### config.mk
export PLATFORM = sky130hd
export DESIGN_NAME = note_seq_flat
export DESIGN_NICKNAME = d
export VERILOG_FILES = /design/src/rtl/note_seq_if.sv /design/src/rtl/note_seq.sv /design/src/flat_wrapper.sv
export SDC_FILE = /design/constraint.sdc
export NUM_CORES = 1
export LEC_CHECK = 0
export CORE_MARGIN = 2
export CORE_UTILIZATION = 56
export DETAILED_ROUTE_END_ITERATION = 7
export MAX_ROUTING_LAYER = met4
export PLACE_DENSITY = 0.85
export SLEW_MARGIN = 40
export SYNTH_ARGS = -nofsm -noshare
export SYNTH_HDL_FRONTEND = slang
export SYNTH_SLANG_ARGS = --single-unit
### constraint.sdc
create_clock -name clk -period 6.7 [get_ports clk]
set_input_delay 0.67 -clock clk [delete_from_list [all_inputs] [get_ports clk]]
set_output_delay 0.67 -clock clk [all_outputs]
set_load 0.02 [all_outputs]
### src/rtl/note_seq_if.sv
// -----------------------------------------------------------------------------
// note_seq_if
//   Bundles the control and note-table signals of the melody sequencer.
//   The master modport is the sequencer side. The slave modport is the
//   controller, note-table and tone-stage side.
//
//   Signals:
//     start     slave -> master  begin playback from address 0 (level)
//     stop      slave -> master  abort playback
//     loop      slave -> master  replay from address 0 at an end marker
//                                (present only with NOTE_SEQ_LOOP_EN)
//     rom_addr  master -> slave  note-table address
//     rom_data  slave -> master  {divider[DIV_W-1:0], duration[7:0]}
//     divider   master -> slave  phase-step reload value, 0 = rest
//     gate      master -> slave  tone enable
//     busy      master -> slave  playback in progress
//     done      master -> slave  one-cycle end-of-song pulse
// -----------------------------------------------------------------------------
interface note_seq_if #(
    parameter int ADDR_W = 6,
    parameter int DIV_W  = 12
);
    logic              start;
    logic              stop;
`ifdef NOTE_SEQ_LOOP_EN
    logic              loop;
`endif
    logic [ADDR_W-1:0] rom_addr;
    logic [DIV_W+7:0]  rom_data;
    logic [DIV_W-1:0]  divider;
    logic              gate;
    logic              busy;
    logic              done;

`ifdef NOTE_SEQ_LOOP_EN
    modport master (
        input  start, stop, loop, rom_data,
        output rom_addr, divider, gate, busy, done
    );
    modport slave (
        output start, stop, loop, rom_data,
        input  rom_addr, divider, gate, busy, done
    );
`else
    modport master (
        input  start, stop, rom_data,
        output rom_addr, divider, gate, busy, done
    );
    modport slave (
        output start, stop, rom_data,
        input  rom_addr, divider, gate, busy, done
    );
`endif
endinterface

### src/rtl/note_seq.sv
// -----------------------------------------------------------------------------
// note_seq
//   Melody sequencer. It walks an external note table and drives the
//   phase-step divider and the gate for the downstream tone/PDM path. Each
//   table entry is {divider, duration}:
//     - duration == 0 marks the end of the song.
//     - divider == 0 with duration > 0 is a rest.
//   Durations are counted in tempo ticks of TICK_DIV clk cycles. The gate is
//   dropped for the last GAP_TICKS ticks of each note, so repeated pitches
//   stay audibly separate. Notes no longer than GAP_TICKS have no gap.
//
//   Ports:
//     clk   system clock
//     rst   synchronous active-high reset
//     bus   note_seq_if.master: start/stop(/loop) in, rom_addr/rom_data
//           table access, divider/gate/busy/done out
//
//   Build option:
//     NOTE_SEQ_LOOP_EN  When defined, bus.loop=1 makes an end marker restart
//                       at address 0 without leaving the busy states. done
//                       still pulses for one cycle.
//
//   Parameters:
//     TICK_DIV   clk cycles per tempo tick (>= 2)
//     GAP_TICKS  silent ticks at the tail of each note
//     ADDR_W     note-table address width
//     DIV_W      divider width
//
//   State table:
//     state   | meaning
//     --------+-----------------------------------------------------------
//     S_IDLE  | waiting for start; outputs quiet
//     S_FETCH | one cycle; samples rom_data at rom_addr, loads the note
//     S_PLAY  | counts ticks of the current note, opens the gap, advances
//     S_DONE  | one cycle; done pulse, then back to idle
// -----------------------------------------------------------------------------
module note_seq #(
    parameter int TICK_DIV  = 20000,
    parameter int GAP_TICKS = 8,
    parameter int ADDR_W    = 6,
    parameter int DIV_W     = 12
) (
    input  logic       clk,
    input  logic       rst,
    note_seq_if.master bus
);
    localparam int                TICK_W    = (TICK_DIV > 1) ? $clog2(TICK_DIV) : 1;
    localparam logic [TICK_W-1:0] TICK_LAST = TICK_W'(TICK_DIV - 1);
    localparam logic [7:0]        GAP_V     = 8'(GAP_TICKS);

    typedef enum logic [1:0] {
        S_IDLE  = 2'd0,
        S_FETCH = 2'd1,
        S_PLAY  = 2'd2,
        S_DONE  = 2'd3
    } state_t;

    state_t            state_q, state_d;
    logic [ADDR_W-1:0] addr_q,  addr_d;
    logic [DIV_W-1:0]  div_q,   div_d;
    logic              gate_q,  gate_d;
    logic              busy_q,  busy_d;
    logic              done_q,  done_d;
    logic [TICK_W-1:0] tick_q,  tick_d;
    logic [7:0]        rem_q,   rem_d;

    logic [DIV_W-1:0]  fld_div;
    logic [7:0]        fld_dur;
    logic [7:0]        rem_dec;
    logic              tick_hit;

    assign fld_div  = bus.rom_data[DIV_W+7:8];
    assign fld_dur  = bus.rom_data[7:0];
    assign rem_dec  = rem_q - 8'd1;
    assign tick_hit = (tick_q == TICK_LAST);

    always_ff @(posedge clk) begin
        if (rst) begin
            state_q <= S_IDLE;
            addr_q  <= '0;
            div_q   <= '0;
            gate_q  <= 1'b0;
            busy_q  <= 1'b0;
            done_q  <= 1'b0;
            tick_q  <= '0;
            rem_q   <= '0;
        end else begin
            state_q <= state_d;
            addr_q  <= addr_d;
            div_q   <= div_d;
            gate_q  <= gate_d;
            busy_q  <= busy_d;
            done_q  <= done_d;
            tick_q  <= tick_d;
            rem_q   <= rem_d;
        end
    end

    always_comb begin
        state_d = state_q;
        addr_d  = addr_q;
        div_d   = div_q;
        gate_d  = gate_q;
        busy_d  = busy_q;
        done_d  = 1'b0;
        tick_d  = tick_q;
        rem_d   = rem_q;

        if (bus.stop) begin
            // stop beats everything, including a same-cycle start
            state_d = S_IDLE;
            div_d   = '0;
            gate_d  = 1'b0;
            busy_d  = 1'b0;
            tick_d  = '0;
            rem_d   = '0;
        end else begin
            case (state_q)
                S_IDLE: begin
                    if (bus.start) begin
                        state_d = S_FETCH;
                        addr_d  = '0;
                        busy_d  = 1'b1;
                    end
                end

                S_FETCH: begin
                    if (fld_dur == 8'd0) begin
                        // end marker: the divider field is ignored
                        done_d = 1'b1;
                        gate_d = 1'b0;
                        div_d  = '0;
`ifdef NOTE_SEQ_LOOP_EN
                        if (bus.loop) begin
                            state_d = S_FETCH;
                            addr_d  = '0;
                            busy_d  = 1'b1;
                        end else begin
                            state_d = S_DONE;
                            busy_d  = 1'b0;
                        end
`else
                        state_d = S_DONE;
                        busy_d  = 1'b0;
`endif
                    end else begin
                        state_d = S_PLAY;
                        div_d   = fld_div;
                        rem_d   = fld_dur;
                        tick_d  = '0;
                        gate_d  = (fld_div != '0);
                        busy_d  = 1'b1;
                    end
                end

                S_PLAY: begin
                    if (tick_hit) begin
                        tick_d = '0;
                        rem_d  = rem_dec;
                        if (rem_dec == 8'd0) begin
                            state_d = S_FETCH;
                            addr_d  = addr_q + ADDR_W'(1);
                            gate_d  = 1'b0;
                        end else if (rem_dec == GAP_V) begin
                            // rem only passes through GAP_V when the note is
                            // longer than the gap, so short notes never gap
                            gate_d = 1'b0;
                        end
                    end else begin
                        tick_d = tick_q + TICK_W'(1);
                    end
                end

                S_DONE: begin
                    state_d = S_IDLE;
                end

                default: begin
                    state_d = S_IDLE;
                    div_d   = '0;
                    gate_d  = 1'b0;
                    busy_d  = 1'b0;
                end
            endcase
        end
    end

    assign bus.rom_addr = addr_q;
    assign bus.divider  = div_q;
    assign bus.gate     = gate_q;
    assign bus.busy     = busy_q;
    assign bus.done     = done_q;

endmodule

### src/flat_wrapper.sv
// flat-port wrapper written by rule: the top's interface ports become plain ports
module note_seq_flat 
#(
    parameter int TICK_DIV  = 20000,
    parameter int GAP_TICKS = 8,
    parameter int ADDR_W    = 6,
    parameter int DIV_W     = 12
)
  (clk, rst, bus_start, bus_stop, bus_rom_data, bus_rom_addr, bus_divider, bus_gate, bus_busy, bus_done);
  note_seq_if #(.ADDR_W(ADDR_W), .DIV_W(DIV_W)) bus_i ();
  input  logic clk;
  input  logic rst;
  input wire logic [$bits(bus_i.start)-1:0] bus_start;
  input wire logic [$bits(bus_i.stop)-1:0] bus_stop;
  input wire logic [$bits(bus_i.rom_data)-1:0] bus_rom_data;
  output wire logic [$bits(bus_i.rom_addr)-1:0] bus_rom_addr;
  output wire logic [$bits(bus_i.divider)-1:0] bus_divider;
  output wire logic [$bits(bus_i.gate)-1:0] bus_gate;
  output wire logic [$bits(bus_i.busy)-1:0] bus_busy;
  output wire logic [$bits(bus_i.done)-1:0] bus_done;
  assign bus_i.start = bus_start;
  assign bus_i.stop = bus_stop;
  assign bus_i.rom_data = bus_rom_data;
  assign bus_rom_addr = bus_i.rom_addr;
  assign bus_divider = bus_i.divider;
  assign bus_gate = bus_i.gate;
  assign bus_busy = bus_i.busy;
  assign bus_done = bus_i.done;
  note_seq #(.TICK_DIV(TICK_DIV), .GAP_TICKS(GAP_TICKS), .ADDR_W(ADDR_W), .DIV_W(DIV_W)) u_core (.clk(clk), .rst(rst), .bus(bus_i));
endmodule
==> impl_metrics.yaml <==
drt:
  dr.pass1.iters: 5
  wl_per_cell_um: 15.2
  top_layer_used: "met4"
  routed_wl_um: 5720
  vias_per_cell: 6.08
  drtIter0Drc: 173
  antenna_left: 0
  met2_wirelength_um: 2550
  dr_total_vias: 2294
  drc_errors: 0
  wirelength_met1_um: 2660
  wl_met3_um: 361
place:
  gp_congestion: 0.889
  dp.cells: 369
  dp_hpwl_um: 4080
  port_buffers: 44
  placed_area_sq_um: 2870
logic_synthesis:
  synth_edf_count: 0
  synth_area_leaders: "dfxtp_1 38%, nor2_1 6.2%, mux2i_1 5.8%"
  ys_seq_elements: 46
  synth_fp_nets: 318
  async_flop_share_pct: 0
  synth.top_cell.area_share_pct: 38.3
  netlist_instances: 286
  synth_area_per_cell_sq_um: 8.42
  ys.flop_type: "dfxtp_1"
  synth_seq_area_share_pct: 38.3
  synth_top_area_cell: "dfxtp_1"
  synth_area_sq_um: 2410
  ys_warn_count: 0
  ys_types: 47
timing:
  finalSetupViolCount: 0
  final.period_utilization_pct: 44.5
  whs_ns: 0.463
  rsz0062_at_grt: "no"
  finalSetupTns_ns: 0
  fmax_ghz: 0.336
  period_needed_ns: 2.98
  tightest_slew_ns: 0.812
  finClkSkew_ns: 0.00692
  finalHoldViolations: 0
  max-slew-margin-rel_pct: 45.5
  drv_slew: 0
clock_network:
  clock_latency_ns: 0.30
  htree_num_levels: 2
  holdBufCountCts: 0
  cts_tree: "yes"
  clockRootBuffer: "clkbuf_8"
  ctsResizeCount: 0
  clock-sinks: 46
  post_cts_buffers: 0
  clk_pin_slew_ns: 0.08
  clockBufferDepth: 2
  numCtsBuffers: 5
flow_run:
  max-cap-violations: 0
hold_path:
  min_path_type: "reg -> reg"
cells_and_area:
  synthToLayoutAreaGrowth_pct: 23.2
  fin_nets: 358
  diodes: 0
  final_area_sq_um: 2970
  final_cell_count_no_fill: 377
  drive_gt1_share_pct: 6.42
floorplanning:
  die-area_sq_um: 4840
  die_y_um: 69.6
  io-pin-count: 45
  die_x_um: 69.6
  row_count: 23
  coreArea_sq_um: 4060
  start_util_pct: 59.3
power_and_ir_drop:
  p_total_uw: 521
  ir_drop_uv: 121
  p_per_area_nw_per_um2: 176
  p_leak_uw: 0.000970
grt:
  grt_usage_pct: 24.7
  grt_pass1_wl_um: 9490
  grt_overflow: 0
  grt_max_degree: 25
  antenna_found_initial: 0
  first_global_vias: 2078
worst_setup_path:
  endpoint_kind: "register"
  crit_type: "in -> reg"
  critPathMaxFanout: 12
  critPathLaunchType: "input port"
  worstPathArrival_ns: 3.21
  required_ns: 6.93
run_status:
  status: "finished, final reports clean"
[cell type report]
type	instances	area (sq um)
Multi-Input combinational cell	216	1400
Fill cell	311	1090
Sequential cell	46	921
Timing Repair Buffer	45	448
Clock buffer	7	86.3
Tap cell	50	62.6
Inverter	12	45.0
Clock inverter	1	5.00
[layout by cell type, fill, tap and decap left out, drive strengths merged, types with 2 or more instances in the layout]
cell	count
and3	3
nor4	11
a21oi	19
nor2	40
xor2	2
xnor2	11
clkbuf	7
or3	4
o21ai	9
clkdlybuf4s50	44
o31ai	7
and2	3
nand4	5
mux2i	14
and4	2
inv	12
dfxtp	46
or2	3
nand2	22
nor3	9
nor4b	2
nand3	8
o32ai	3
or4	8
ha	8
o311ai	4
o211ai	3
[cell families (layout without fill, tap and decap cells)]
group           Yosys count  count (layout)  share of synthesized area [%]
mux                      14              14                           5.82
flops                    46              46                           38.3
fa+ha+maj                 8               8                           4.16
buf+inv                  24              65                           3.74
compound gates           56              56                           15.5
simple gates            125             125                           27.8
xor+xnor                 13              13                           4.73
[through the flow]
step | util [%] | worst slack, ns
after floorplan | - | 4.21
after global placement | 70.8 | 3.47
after detailed placement | 70.8 | 3.48
after CTS | 73.0 | 3.77
after global routing | 73.1 | 3.61
final | 73.1 | 3.72
[cell usage after synthesis (2+ instances only)]
library cell and number:
a21oi_1 19, and2_1 3, and3_1 3, clkbuf_1 12, dfxtp_1 46, ha_1 8, inv_1 12, mux2i_1 14
nand2_1 22, nand3_1 8, nand4_1 4, nor2_1 40, nor3_1 9, nor4_1 10, nor4b_1 2, o211ai_1 3
o21ai_0 9, o311ai_0 4, o31ai_1 7, o32ai_1 3, or2_2 3, or3_1 4, or4_1 4, or4_2 2
or4_4 2, xnor2_1 11, xor2_1 2
[worst max-delay path, cell delays in order]
cell	delay, ns
clkdlybuf4s50_1	0.41
or4_1	0.63
o31a_1	0.37
o21ai_1	0.45
nand2_1	0.46
nor2_1	0.22
[layer usage]
metal | GRT usage, % | up-vias
li1 | - | 1128
met1 | 32.7 | 1074
met2 | 36.0 | 76
met3 | 6.25 | 16
met4 | 10.2 | 0
met5 | - | -
[power breakdown]
group          switching [uW]  internal (uW)
sequential               3.58            277
combinational            37.0           31.2
clock                    89.2           83.3
[path summary, 6_finish.rpt]
kind | startpoint | endpoint | slack, ns | cells after the start
setup / recovery | bus_rom_data[3] | u_core.tick_q[12] | 3.72 | 6
hold / removal | u_core.bus.rom_addr[5] | u_core.bus.rom_addr[5] | 0.46 | 1
setup reg to reg | u_core.state_q[0] | u_core.tick_q[12] | 3.89 | 6
hold reg to reg | u_core.bus.rom_addr[5] | u_core.bus.rom_addr[5] | 0.46 | 1
[registers in the layout (all words and copies together), names as in the netlist]
name / flops
u_core.bus.busy: 1
u_core.bus.divider: 12
u_core.bus.done: 1
u_core.bus.gate: 1
u_core.bus.rom_addr: 6
u_core.rem_q: 8
u_core.state_q: 2
u_core.tick_q: 15
Note: power is estimated with default switching activity, not from simulation.
